File: src/rtl/fetch_unit_if.sv
// rtl/fetch_unit_if.sv - flash bus, instruction stream and control signals of the fetch unit
interface fetch_unit_if #(
    parameter int ADDR_W      = 24,
    parameter int INSTR_BYTES = 4
);
    logic                     en;
    logic                     flash_cs;
    logic                     flash_re;
    logic                     flash_we;
    logic [ADDR_W-1:0]        flash_addr;
    logic [7:0]               flash_out;
    logic                     instr_valid;
    logic                     instr_ready;
    logic [8*INSTR_BYTES-1:0] instr_data;
    logic [ADDR_W-1:0]        instr_pc;
    logic                     redirect;
    logic [ADDR_W-1:0]        redirect_pc;
    logic                     halted;
    logic                     busy;

    modport master (
        input  en, flash_out, instr_ready, redirect, redirect_pc,
        output flash_cs, flash_re, flash_we, flash_addr,
        output instr_valid, instr_data, instr_pc, halted, busy
    );

    modport slave (
        output en, flash_out, instr_ready, redirect, redirect_pc,
        input  flash_cs, flash_re, flash_we, flash_addr,
        input  instr_valid, instr_data, instr_pc, halted, busy
    );
endinterface

File: src/rtl/fetch_unit.sv
// rtl/fetch_unit.sv - byte-serial flash instruction fetch with prefetch FIFO
// Builds little-endian words from consecutive flash bytes and queues them with their PCs.
module fetch_unit #(
    parameter int                       ADDR_W      = 24,
    parameter int                       INSTR_BYTES = 4,
    parameter int                       DEPTH       = 4,
    parameter int                       RD_LAT      = 3,
    parameter logic [ADDR_W-1:0]        RESET_PC    = '0,
    parameter logic [8*INSTR_BYTES-1:0] HALT_WORD   = '0
) (
    input  logic         clk,
    input  logic         rst,
    fetch_unit_if.master bus
);
    localparam int W     = 8 * INSTR_BYTES;
    localparam int PTR_W = $clog2(DEPTH);
    localparam int CNT_W = PTR_W + 1;
    localparam int BI_W  = (INSTR_BYTES > 1) ? $clog2(INSTR_BYTES) : 1;
    localparam int LAT_W = (RD_LAT > 1) ? $clog2(RD_LAT) : 1;

    typedef enum logic {IDLE, READ} state_t;

    state_t            state_q, state_d;
    logic [ADDR_W-1:0] fetch_pc_q, fetch_pc_d;
    logic [ADDR_W-1:0] word_pc_q, word_pc_d;
    logic [ADDR_W-1:0] addr_q, addr_d;
    logic [ADDR_W-1:0] head_pc_q, head_pc_d;
    logic [BI_W-1:0]   byte_idx_q, byte_idx_d;
    logic [LAT_W-1:0]  lat_q, lat_d;
    logic [W-1:0]      word_q, word_d;
    logic [W-1:0]      head_data_q, head_data_d;
    logic [PTR_W-1:0]  rd_ptr_q, rd_ptr_d, wr_ptr_q, wr_ptr_d;
    logic [CNT_W-1:0]  cnt_q, cnt_d, cnt_pop;
    logic              halted_q, halted_d;
    logic              cs_q, cs_d;
    logic              valid_q, valid_d;

    logic [W-1:0]      push_word;
    logic [ADDR_W-1:0] push_pc;
    logic              push, pop, start_ok, sample, last_byte, is_halt;

    logic [W-1:0]      mem_data_q [DEPTH];
    logic [ADDR_W-1:0] mem_pc_q   [DEPTH];

    always_comb begin
        state_d     = state_q;
        fetch_pc_d  = fetch_pc_q;
        word_pc_d   = word_pc_q;
        byte_idx_d  = byte_idx_q;
        lat_d       = lat_q;
        word_d      = word_q;
        halted_d    = halted_q;
        head_data_d = head_data_q;
        head_pc_d   = head_pc_q;
        push        = 1'b0;

        pop       = valid_q && bus.instr_ready && !bus.redirect;
        cnt_pop   = cnt_q - CNT_W'(pop);
        start_ok  = bus.en && !halted_q && (cnt_pop < CNT_W'(DEPTH));
        sample    = (state_q == READ) && (lat_q == LAT_W'(RD_LAT - 1));
        last_byte = (byte_idx_q == BI_W'(INSTR_BYTES - 1));

        push_word = word_q;
        push_word[{byte_idx_q, 3'b000} +: 8] = bus.flash_out;
        push_pc   = (byte_idx_q == '0) ? fetch_pc_q : word_pc_q;
        is_halt   = (push_word == HALT_WORD);

        case (state_q)
            IDLE: begin
                if (start_ok) begin
                    state_d = READ;
                    lat_d   = '0;
                end
            end
            READ: begin
                if (!sample) begin
                    lat_d = lat_q + 1'b1;
                end else begin
                    lat_d      = '0;
                    word_d     = push_word;
                    fetch_pc_d = fetch_pc_q + 1'b1;
                    if (byte_idx_q == '0)
                        word_pc_d = fetch_pc_q;
                    if (last_byte) begin
                        push       = 1'b1;
                        byte_idx_d = '0;
                        halted_d   = is_halt;
                        // The slot just filled counts toward the room check for the next word.
                        if (!bus.en || is_halt || ((cnt_pop + 1'b1) >= CNT_W'(DEPTH)))
                            state_d = IDLE;
                    end else begin
                        byte_idx_d = byte_idx_q + 1'b1;
                    end
                end
            end
            default: state_d = IDLE;
        endcase

        rd_ptr_d = rd_ptr_q + PTR_W'(pop);
        wr_ptr_d = wr_ptr_q + PTR_W'(push);
        cnt_d    = cnt_pop + CNT_W'(push);

        if (bus.redirect) begin
            state_d    = IDLE;
            fetch_pc_d = bus.redirect_pc;
            byte_idx_d = '0;
            lat_d      = '0;
            halted_d   = 1'b0;
            push       = 1'b0;
            rd_ptr_d   = '0;
            wr_ptr_d   = '0;
            cnt_d      = '0;
        end

        valid_d = (cnt_d != '0);
        // The head register tracks the next FIFO head; a push into an emptying FIFO bypasses memory.
        if (valid_d) begin
            if (push && (rd_ptr_d == wr_ptr_q)) begin
                head_data_d = push_word;
                head_pc_d   = push_pc;
            end else begin
                head_data_d = mem_data_q[rd_ptr_d];
                head_pc_d   = mem_pc_q[rd_ptr_d];
            end
        end

        cs_d   = (state_d == READ);
        addr_d = cs_d ? fetch_pc_d : addr_q;
    end

    always_ff @(posedge clk or negedge rst) begin
        if (!rst) begin
            state_q     <= IDLE;
            fetch_pc_q  <= RESET_PC;
            word_pc_q   <= '0;
            addr_q      <= '0;
            head_pc_q   <= '0;
            byte_idx_q  <= '0;
            lat_q       <= '0;
            word_q      <= '0;
            head_data_q <= '0;
            rd_ptr_q    <= '0;
            wr_ptr_q    <= '0;
            cnt_q       <= '0;
            halted_q    <= 1'b0;
            cs_q        <= 1'b0;
            valid_q     <= 1'b0;
        end else begin
            state_q     <= state_d;
            fetch_pc_q  <= fetch_pc_d;
            word_pc_q   <= word_pc_d;
            addr_q      <= addr_d;
            head_pc_q   <= head_pc_d;
            byte_idx_q  <= byte_idx_d;
            lat_q       <= lat_d;
            word_q      <= word_d;
            head_data_q <= head_data_d;
            rd_ptr_q    <= rd_ptr_d;
            wr_ptr_q    <= wr_ptr_d;
            cnt_q       <= cnt_d;
            halted_q    <= halted_d;
            cs_q        <= cs_d;
            valid_q     <= valid_d;
        end
    end

    always_ff @(posedge clk or negedge rst) begin
        if (!rst) begin
            for (int i = 0; i < DEPTH; i++) begin
                mem_data_q[i] <= '0;
                mem_pc_q[i]   <= '0;
            end
        end else if (push) begin
            mem_data_q[wr_ptr_q] <= push_word;
            mem_pc_q[wr_ptr_q]   <= push_pc;
        end
    end

    assign bus.flash_cs    = cs_q;
    assign bus.flash_re    = cs_q;
    assign bus.flash_we    = 1'b0;
    assign bus.flash_addr  = addr_q;
    assign bus.busy        = cs_q;
    assign bus.instr_valid = valid_q;
    assign bus.instr_data  = head_data_q;
    assign bus.instr_pc    = head_pc_q;
    assign bus.halted      = halted_q;
endmodule

File: src/flat_wrapper.sv
// flat-port wrapper written by rule: the top's interface ports become plain ports
module fetch_unit_flat 
#(
    parameter int                       ADDR_W      = 24,
    parameter int                       INSTR_BYTES = 4,
    parameter int                       DEPTH       = 4,
    parameter int                       RD_LAT      = 3,
    parameter logic [ADDR_W-1:0]        RESET_PC    = '0,
    parameter logic [8*INSTR_BYTES-1:0] HALT_WORD   = '0
)
  (clk, rst, bus_en, bus_flash_out, bus_instr_ready, bus_redirect, bus_redirect_pc, bus_flash_cs, bus_flash_re, bus_flash_we, bus_flash_addr, bus_instr_valid, bus_instr_data, bus_instr_pc, bus_halted, bus_busy);
  fetch_unit_if #(.ADDR_W(ADDR_W), .INSTR_BYTES(INSTR_BYTES)) bus_i ();
  input  logic clk;
  input  logic rst;
  input wire logic [$bits(bus_i.en)-1:0] bus_en;
  input wire logic [$bits(bus_i.flash_out)-1:0] bus_flash_out;
  input wire logic [$bits(bus_i.instr_ready)-1:0] bus_instr_ready;
  input wire logic [$bits(bus_i.redirect)-1:0] bus_redirect;
  input wire logic [$bits(bus_i.redirect_pc)-1:0] bus_redirect_pc;
  output wire logic [$bits(bus_i.flash_cs)-1:0] bus_flash_cs;
  output wire logic [$bits(bus_i.flash_re)-1:0] bus_flash_re;
  output wire logic [$bits(bus_i.flash_we)-1:0] bus_flash_we;
  output wire logic [$bits(bus_i.flash_addr)-1:0] bus_flash_addr;
  output wire logic [$bits(bus_i.instr_valid)-1:0] bus_instr_valid;
  output wire logic [$bits(bus_i.instr_data)-1:0] bus_instr_data;
  output wire logic [$bits(bus_i.instr_pc)-1:0] bus_instr_pc;
  output wire logic [$bits(bus_i.halted)-1:0] bus_halted;
  output wire logic [$bits(bus_i.busy)-1:0] bus_busy;
  assign bus_i.en = bus_en;
  assign bus_i.flash_out = bus_flash_out;
  assign bus_i.instr_ready = bus_instr_ready;
  assign bus_i.redirect = bus_redirect;
  assign bus_i.redirect_pc = bus_redirect_pc;
  assign bus_flash_cs = bus_i.flash_cs;
  assign bus_flash_re = bus_i.flash_re;
  assign bus_flash_we = bus_i.flash_we;
  assign bus_flash_addr = bus_i.flash_addr;
  assign bus_instr_valid = bus_i.instr_valid;
  assign bus_instr_data = bus_i.instr_data;
  assign bus_instr_pc = bus_i.instr_pc;
  assign bus_halted = bus_i.halted;
  assign bus_busy = bus_i.busy;
  fetch_unit #(.ADDR_W(ADDR_W), .INSTR_BYTES(INSTR_BYTES), .DEPTH(DEPTH), .RD_LAT(RD_LAT), .RESET_PC(RESET_PC), .HALT_WORD(HALT_WORD)) u_core (.clk(clk), .rst(rst), .bus(bus_i));
endmodule
File: config.mk
export PLATFORM = sky130hd
export DESIGN_NAME = fetch_unit_flat
export DESIGN_NICKNAME = d
export VERILOG_FILES = /design/src/rtl/fetch_unit_if.sv /design/src/rtl/fetch_unit.sv /design/src/flat_wrapper.sv
export SDC_FILE = /design/constraint.sdc
export NUM_CORES = 1
export LEC_CHECK = 0
export BUFFER_PORTS_ARGS = -buffer_cell sky130_fd_sc_hd__buf_2
export CAP_MARGIN = 20
export CORE_UTILIZATION = 29
export DETAILED_ROUTE_END_ITERATION = 6
export SLEW_MARGIN = 10
export SYNTH_ARGS = -nofsm -noshare
export SYNTH_HDL_FRONTEND = slang
export SYNTH_SLANG_ARGS = --single-unit
File: constraint.sdc
create_clock -name clk -period 4.5 [get_ports clk]
set_input_delay 0 -clock clk [delete_from_list [all_inputs] [get_ports clk]]
set_output_delay 0 -clock clk [all_outputs]
set_load 0.01 [all_outputs]
# Word-level counts from Yosys, hierarchy flattened

Index checks and enable logic that the tools add are counted.

$lt $le $gt $ge: 5
Eq/ne operators: 4
Bitwise logic cells: 3
$add $sub $neg: 9
Mux-type cells: 44
Shifts and indexed selects: 2
Reduce and logical (&&, ||, !) cells: 21

Operator list:

| cell                                                      | number |
|---|---|
| 2-to-1 mux 24 bit                                         | 8 |
| bitwise mux 128 bit                                       | 1 |
| 2-to-1 mux 32 bit                                         | 4 |
| bitwise mux 96 bit                                        | 1 |
| binary-select mux 32 bit (select 2 bit)                   | 1 |
| demux 32 bit (select 2 bit)                               | 1 |
| binary-select mux 24 bit (select 2 bit)                   | 1 |
| demux 24 bit (select 2 bit)                               | 1 |
| bitwise mux 32 bit                                        | 1 |
| logical NOT 32 bit                                        | 1 |
| variable shift 8 x 7 -> 32 bit (first input constant)     | 1 |
| variable part select 8 x 7 -> 32 bit                      | 1 |
| adder 24 x 1 -> 24 bit (second input constant)            | 1 |
| 2-to-1 mux 2 bit                                          | 9 |
| 2-to-1 mux 1 bit                                          | 13 |
| greater-or-equal comparator 3 bit (second input constant) | 3 |
| logical AND 1 bit                                         | 7 |
| negator 5 -> 7 bit                                        | 1 |
| inverter 2 -> 3 bit                                       | 2 |
| nonzero test 2 bit                                        | 3 |
| adder 2 x 1 -> 2 bit                                      | 2 |
| adder 2 x 1 -> 2 bit (second input constant)              | 2 |
| equality test 2 bit (second input constant)               | 2 |
| case mux 2 bit (2 select lines)                           | 1 |
| 16 further kinds                                          | 20 |

Input port bits: 37
Word-level logic and storage cells: 110
Flip-flop bits (word level): 398
Output and inout port bits: 86

# Logic depth before layout (Yosys ltp)

Gate-level depths: netlist of the first run.

Word-level depth: 11
Gate-level depth with buffers: 14
Gate-level depth less buffers: 11

# Worst setup path after synthesis of the first run

Ideal clock, no wire load.

Path type: reg2reg
Start: register u_core.byte_idx_q[0]
End: register u_core.addr_q[10], in the netlist u_core.bus.flash_addr[10]
Data arrival time: 2.803 ns
Cell stages (with the launch flop): 11
Path buffers: 2
Path slack: 1.572 ns
Period minus slack after synthesis: 2.928 ns
Library setup time: 0.125 ns
Required time: 4.375 ns
Cells stage by stage: dfrtp_1 inv_1 ha_1 buf_2 and3b_1 a31oi_1 nand4_1 nor4_4 a31oi_4 buf_6 mux2_4

Longest elaborated chain between the ends: 11
Elaborated cells between the ends (all ways): 13
Classes of those cells: add/sub (1); eq/ne (1); shift (2); mux (6); reduce/logical (3)

Ends and longest elaborated chain:

| element                                                                                       | line              | text |
|---|---|---|
| from (decl)                                                                                   | fetch_unit.sv:28  | `logic [BI_W-1:0] byte_idx_q, byte_idx_d;` |
| from (signal assigned)                                                                        | fetch_unit.sv:154 | `byte_idx_q <= byte_idx_d;` |
| negator 5 -> 7 bit                                                                            | fetch_unit.sv:64  | `push_word[{byte_idx_q, 3'b000} +: 8] = bus.flash_out;` |
| variable part select 8 x 7 -> 32 bit / variable shift 8 x 7 -> 32 bit (equally long branches) | fetch_unit.sv:64  |  |
| bitwise mux 32 bit                                                                            | fetch_unit.sv:64  |  |
| logical NOT 32 bit                                                                            | fetch_unit.sv:66  | `is_halt = (push_word == HALT_WORD);` |
| logical OR 1 bit (2 in a row)                                                                 | fetch_unit.sv:89  | `if (!bus.en \|\| is_halt \|\| ((cnt_pop + 1'b1) >= CNT_W'(DEPTH)))` |
| 2-to-1 mux 1 bit                                                                              | fetch_unit.sv:89  |  |
| 2-to-1 mux 1 bit *                                                                            | fetch_unit.sv:84  | `if (last_byte) begin` |
| 2-to-1 mux 1 bit *                                                                            | fetch_unit.sv:76  | `if (!sample) begin` |
| case mux 1 bit (2 select lines) *                                                             | fetch_unit.sv:68  | `case (state_q)` |
| 2-to-1 mux 1 bit *                                                                            | fetch_unit.sv:103 | `if (bus.redirect) begin` |
| to (signal assigned)                                                                          | fetch_unit.sv:152 | `addr_q <= addr_d;` |
| to (decl)                                                                                     | fetch_unit.sv:26  | `logic [ADDR_W-1:0] addr_q, addr_d;` |

Every way passes the cells marked *; elsewhere a longest branch is shown, timed or not.
A chain may end at the register's enable or synchronous reset.

# Worst setup path after layout of the first run

Start: register u_core.byte_idx_q[0]
End: register u_core.addr_q[7], in the netlist u_core.bus.flash_addr[7]

The elaborated chain is that of the path after synthesis.

==> results.toml, run 1 <==
[timing]
setup_viol = 0
rsz0062_at_grt = "no"
setup_tns_ns = 0
report.final.slew_viol_count = 0
slew_headroom = 0.3018
fin_ws_ns = 0.5502
fmax_ghz = 0.2532
finalHoldViolations = 0
fin_worst_skew_ns = 0.02088
finalCritPeriodShare = 0.8777
fin_crit_ns = 3.950
worst_pin_slew_ns = 1.039
timing.hold.ws_ns = 0.01061

[place]
dp_hpwl_mm = 29.63
io_buffers = 121
dp.cells = 2500
place_ws_ns = 0.5959
gp_congestion = 0.8687

[yosys]
synth-seq-area-share = 0.5576
yosys_most_used_dff = "dfrtp_1"
synth_compound_area_frac = 0.1188
synth_area_um2 = 17860
avgSynthCellArea_um2 = 10.59
synth-seq-cells = 398
async_flop_share = 1.000
ys_types = 57
yosysWarningCount = 0
synth_top_family_by_area = "multiplexers"
synth_xor_area_frac = 0.01422
synth.area.top_cells = "dfrtp_1 56%, mux4_2 7.1%, o21ai_0 6.5%"
synth_mux_area_frac = 0.1361
synth_fa_ha_area_frac = 0.009107
syn_inst = 1687
synth_nets = 1737
synthSimpleGateAreaFrac = 0.1222
synth_top_cell_by_area = "dfrtp_1"
synth_top_area_frac = 0.5576
synth_edf_count = 0

[grt]
track_usage = 0.1484
grt_pass1_vias = 13090
overflow = 0
grt_max_degree = 127
grt_antenna_before_repair = 0
grt_pass1_wl_mm = 74.06

[detailed_routing]
antenna_left = 0
drc_errors = 0
wire_per_inst_um = 17.69
wirelength_mm = 46.12
vias = 12890
first_pass_iters = 5
vias_per_cell = 4.945
drt_iter0_drc = 1095

[cells_and_area]
nets = 1844
diodes = 0
final_util = 0.3469
finalNonFillerCells = 2607
areaGrowthSynthToFinish_pct = 17.66
drive_above_1_share = 0.1764

[power_and_ir_drop]
powerDensity_nw_per_um2 = 450.4
irDropWorstVdd_uv = 217.5
p_leak_nw = 9.977

[critical_path]
critPathBufInv = 2
cp_max_fo = 25
cp.required_ns = 4.95
cp-start-kind = "flop"
max_stage_delay_ns = 0.68
crit_slowest_cell = "ha_1"
cp_cell_sequence = "inv_1 -> ha_1 -> and3b_1 -> a31oi_1 -> nand4_1 -> nor4_4 -> a31oi_4 -> buf_4 -> mux2_4"
endpoint_kind = "flop"
critical_path_class = "reg2reg"
critical_path.top_delay_family = "simple AND/OR/NAND/NOR gates"
crit_arrival_ns = 4.40

[floorplanning]
initial_core_util = 0.2948
fp.dieH_um = 250.2
dieArea_um2 = 62590
core_um2 = 60580
num_io_pins = 123
rows = 90
dieWidth_um = 250.2

[clock_network]
post_cts_resized = 0
clock-sinks = 398
clkLatencyLatePin_ns = 0.57
cts_tree = "done"
cts-root-buf = "clkbuf_16"
cts_buffers = 45
htree_levels = 2
cts.clk_slew.worst_paths_ns = 0.06
clk_path_buf_depth = 3

[hold_path]
holdCritPathClass = "in2reg"

[flow_run]
maxCapViolations = 0

[status]
status = "finished clean"
[Yosys cell counts (9+ instances only)]
cell type / instances
dfrtp_1: 398
nand2_1: 253
o21ai_0: 231
nor2_1: 137
a21oi_1: 124
clkbuf_1: 89
mux2i_1: 79
inv_1: 68
mux4_2: 56
nor2b_1: 18
xnor2_1: 18
a31oi_1: 17
mux2_4: 17
buf_1: 13
ha_1: 13
nand4_1: 13
a22oi_1: 12
and3_1: 12
nor4_1: 11
xor2_1: 11
mux2_2: 9
nand3_1: 9
[worst paths after layout]
kind	from	to	slack (ns)	depth (start not counted)
max reg2reg	u_core.byte_idx_q[0]	u_core.bus.flash_addr[7]	0.55	9
max	u_core.byte_idx_q[0]	u_core.bus.flash_addr[7]	0.55	9
min reg2reg	u_core.bus.instr_data[23]	u_core.bus.instr_data[23]	0.47	2
min in group asynchronous	rst	u_core.fetch_pc_q[1]	0.14	2
min	bus_flash_out[1]	u_core.mem_data_q[113]	0.01	3
max in group asynchronous	rst	u_core.bus.instr_pc[17]	2.94	3
[placed cells by master, fill, tap and decap left out, types with 17 or more instances in the layout]
master,synthesis,routed
dlygate4sd3_1,0,29
buf_2,8,120
clkbuf_16,0,46
a31oi_1,17,17
xnor2_1,18,18
mux4_2,56,56
o21ai_0,231,231
inv_1,68,68
buf_4,4,23
a21oi_1,124,124
mux2i_1,79,79
mux2_4,17,17
dfrtp_1,398,398
nand2_1,253,253
nor2b_1,18,17
nor2_1,137,135
[state kept, by name, summed over array words and instances (netlist names), 3 cells and up]
register	flops
u_core.mem_data_q	128
u_core.bus.flash_addr	24
u_core.mem_pc_q	96
u_core.fetch_pc_q	24
u_core.bus.instr_pc	24
u_core.word_q	32
u_core.cnt_q	3
u_core.bus.instr_data	32
u_core.word_pc_q	24
[routing by layer]
layer	up-vias	track usage	wire, um
met1	6435	0.2058	21230
met4	0	0.04592	966
met3	66	0.02588	2455
met5	-	0	0
met2	354	0.2360	21470
li1	6036	-	-
[area by class of cell]
type / instances / area [um^2]
sequential: 398 / 9960
multi-input combinational: 1103 / 7217
clock inverter: 10 / 78.83
inverter: 69 / 259.0
tap: 782 / 978.4
fill: 6025 / 39570
clock buffer: 68 / 1364
timing repair buffer: 177 / 1159
[power by group]
group          internal, mW  switching (mW)  leakage, nW
combinational         0.608           0.906         4.09
sequential             4.08           0.333         5.17
clock                  2.09            1.45        0.711
[cells by family (layout without fill, tap and decap cells)]
| group | Yosys count | in the layout |
|---|---|---|
| mux | 163 | 163 |
| other cells | 1 | 1 |
| flops | 398 | 398 |
| simple gates | 496 | 496 |
| buf+inv | 186 | 324 |
| compound gates | 401 | 401 |
| fa+ha+maj | 13 | 13 |
| xor+xnor | 29 | 29 |
[worst register-to-register path: cells and delay by family, from the launching register on]
kind,cells,cell delay [ns]
flops,1,0.56
buf+inv,2,0.60
simple gates,3,0.99
fa+ha+maj,1,0.68
mux,1,0.40
compound gates,2,0.62
[metrics by stage]
stage,area (um^2),power (mW)
CTS,21020,9.608
floorplan,17860,5.221
detailed placement,19280,5.999
global route,21020,9.960
finish,21020,9.465
global placement,19280,5.957
[repair_timing]
item / CTS / global route
setup buffers: 0 / 0
hold buffers: 29 / 0
hold endpoints to repair: 169 / 0
No activity file was read; power rests on OpenSTA's default activity.
==> run 2: changes to the inputs <==
CORE_MARGIN = 3   (was default)
==> run 2 against run 1 <==
  * First-iteration DRC count fell by 14%
  * Highest routed layer unchanged
  * Utilization rose by 0.061 points
  * Largest power group unchanged
  * Clock power rose by 3%
  * Largest cell class unchanged
  * Worst setup slack improved by 0.076 ns
==> results.toml, run 2 (synthesis results as in run 1) <==
[cells_and_area]
mostFrequentLayoutCells = "398 x dfrtp_1, 253 x nand2_1, 231 x o21ai_0"
seqCellArea_um2 = 9960
n_fill_cell = 6002
layout_commonest_cell = "dfrtp_1"
final_util = 0.3475
nets = 1847
drive_above_1_share = 0.1771
largest_register_ff_count = 128
multi_input_area_um2 = 7217
areaGrowthSynthToFinish_pct = 18.09
largest-register = "u_core.mem_data_q"
top_regs = "u_core.mem_data_q x128, u_core.mem_pc_q x96"

[critical_path]
cp-start-kind = "flop"
cp_max_fo = 25
cp.required_ns = 4.96
crit_arrival_ns = 4.34
critical_path_class = "reg2reg"
cp_cell_sequence = "inv_1 -> ha_1 -> nor3b_1 -> a31oi_1 -> nand4_1 -> nor4_4 -> a31oi_4 -> buf_4 -> mux2_4"
crit_slowest_cell = "ha_1"
critical_path.top_delay_family = "simple AND/OR/NAND/NOR gates"
max_stage_delay_ns = 0.69
crit_start = "u_core.byte_idx_q[0]"
reg2reg_from = "u_core.byte_idx_q[0]"
endpoint_kind = "flop"
critPathBufInv = 2

[clock_network]
ctsHoldBuffers = 31
cts_buffers = 45
clkLatencyLatePin_ns = 0.58
clock-sinks = 398
cts_setup_buffers = 0
htree_levels = 2
cts_tree = "done"
cts.clk_slew.worst_paths_ns = 0.06
cts-root-buf = "clkbuf_16"
clk_path_buf_depth = 3
post_cts_resized = 0

[flow_run]
maxCapViolations = 0

[grt]
overflow = 0
track_usage = 0.1427
grt_pass1_wl_mm = 72.93
grt_antenna_before_repair = 3
grt_pass1_vias = 12880
grt_max_degree = 164

[detailed_routing]
first_pass_iters = 6
wire_per_inst_um = 17.60
vias = 12770
wirelength_mm = 45.98
drt_iter0_drc = 940
drc_errors = 0
vias_per_cell = 4.891
antenna_left = 0

[place]
io_buffers = 121
gp_congestion = 0.8547
dp_hpwl_mm = 30.02
place_ws_ns = 0.6629

[timing]
fmax_ghz = 0.2581
timing.hold.ws_ns = 0.02316
setup_viol = 0
finalCritPeriodShare = 0.8609
rsz0062_at_grt = "no"
setup_tns_ns = 0
report.final.slew_viol_count = 0
fin_ws_ns = 0.6259
finalHoldViolations = 0
fin_crit_ns = 3.874
slew_headroom = 0.3244
fin_worst_skew_ns = 0.02355
worst_pin_slew_ns = 1.006

[floorplanning]
dieArea_um2 = 64600
num_io_pins = 123
fp.dieH_um = 254.2
initial_core_util = 0.2943
dieWidth_um = 254.2
rows = 90
core_um2 = 60700

[power_and_ir_drop]
power_frac_clock = 0.379
irDropWorstVdd_uv = 256.3
p_leak_nw = 10.01
powerDensity_nw_per_um2 = 453.6
p_seq_frac = 0.462
p_sw_mw = 2.749
p_total_mw = 9.566
swShare = 0.2874
p_int_mw = 6.817
p_comb_frac = 0.158

[status]
status = "finished clean"

[hold_path]
worstHoldStart = "bus_flash_out[5]"
holdCritPathClass = "in2reg"
==> run 2: changes by cell type in the layout (fill, tap and decap cells not counted), sizes merged <==
cell / previous run / this run
dlygate4sd3: 29 / 31
clkbuf: 68 / 63
buf: 148 / 149
diode: 0 / 1
bufinv: 0 / 2
inv: 70 / 71
clkinv: 8 / 11
==> run 2: path summary, 6_finish.rpt <==
| check | endpoint | depth (start not counted) | slack, ns |
|---|---|---|---|
| setup / recovery | u_core.bus.flash_addr[9] | 9 | 0.63 |
| hold / removal | u_core.word_q[21] | 3 | 0.02 |
| setup reg to reg | u_core.bus.flash_addr[9] | 9 | 0.63 |
| hold reg to reg | u_core.bus.instr_pc[17] | 2 | 0.47 |
| max in group asynchronous | u_core.fetch_pc_q[13] | 3 | 2.99 |
| min in group asynchronous | u_core.mem_data_q[38] | 2 | 0.04 |
==> run 2: layout make-up <==
type                    instances  area share
diodes                          1   0.0001186
flip-flops and latches        398      0.4722
well taps                     782     0.04639
multi-input cells            1103      0.3422
inverters                      69     0.01228
repair buffers                180     0.05742
clock inverters                16    0.008009
clock buffers                  63     0.06140
==> run 2: through the flow <==
step | instance area, um^2 | std cells
5_1_grt | 21090 | 2611
6_report | 21090 | 2612
3_3_place_gp | 19310 | 2501
2_1_floorplan | 17860 | 1687
4_1_cts | 21090 | 2611
3_5_place_dp | 19310 | 2501
==> run 2: power groups by stage <==
stage,Sequential [mW],Clock [mW],Combinational [mW]
after floorplan,4.53,0,0.695
after global placement,4.48,0,1.48
after detailed placement,4.49,0,1.52
after CTS,4.43,3.74,1.55
after global routing,4.49,3.86,1.71
final,4.42,3.63,1.52
==> run 2: worst reg2reg max path, delay by kind of cell, from the launching register on <==
| family | cells | cell delay (ns) |
|---|---|---|
| muxes | 1 | 0.38 |
| adders and majority gates | 1 | 0.69 |
| AOI/OAI and AO/OA | 2 | 0.74 |
| and+or+nand+nor | 3 | 0.82 |
| buffers and inverters | 2 | 0.58 |
| DFF | 1 | 0.56 |
==> run 2: layer usage <==
layer / up-vias / part of all wire / global-route usage
met1: 6376 / 0.47 / 0.1971
li1: 6035 / - / -
met3: 77 / 0.048 / 0.02702
met2: 286 / 0.46 / 0.2276
met5: - / 0 / 0
met4: 0 / 0.026 / 0.04669
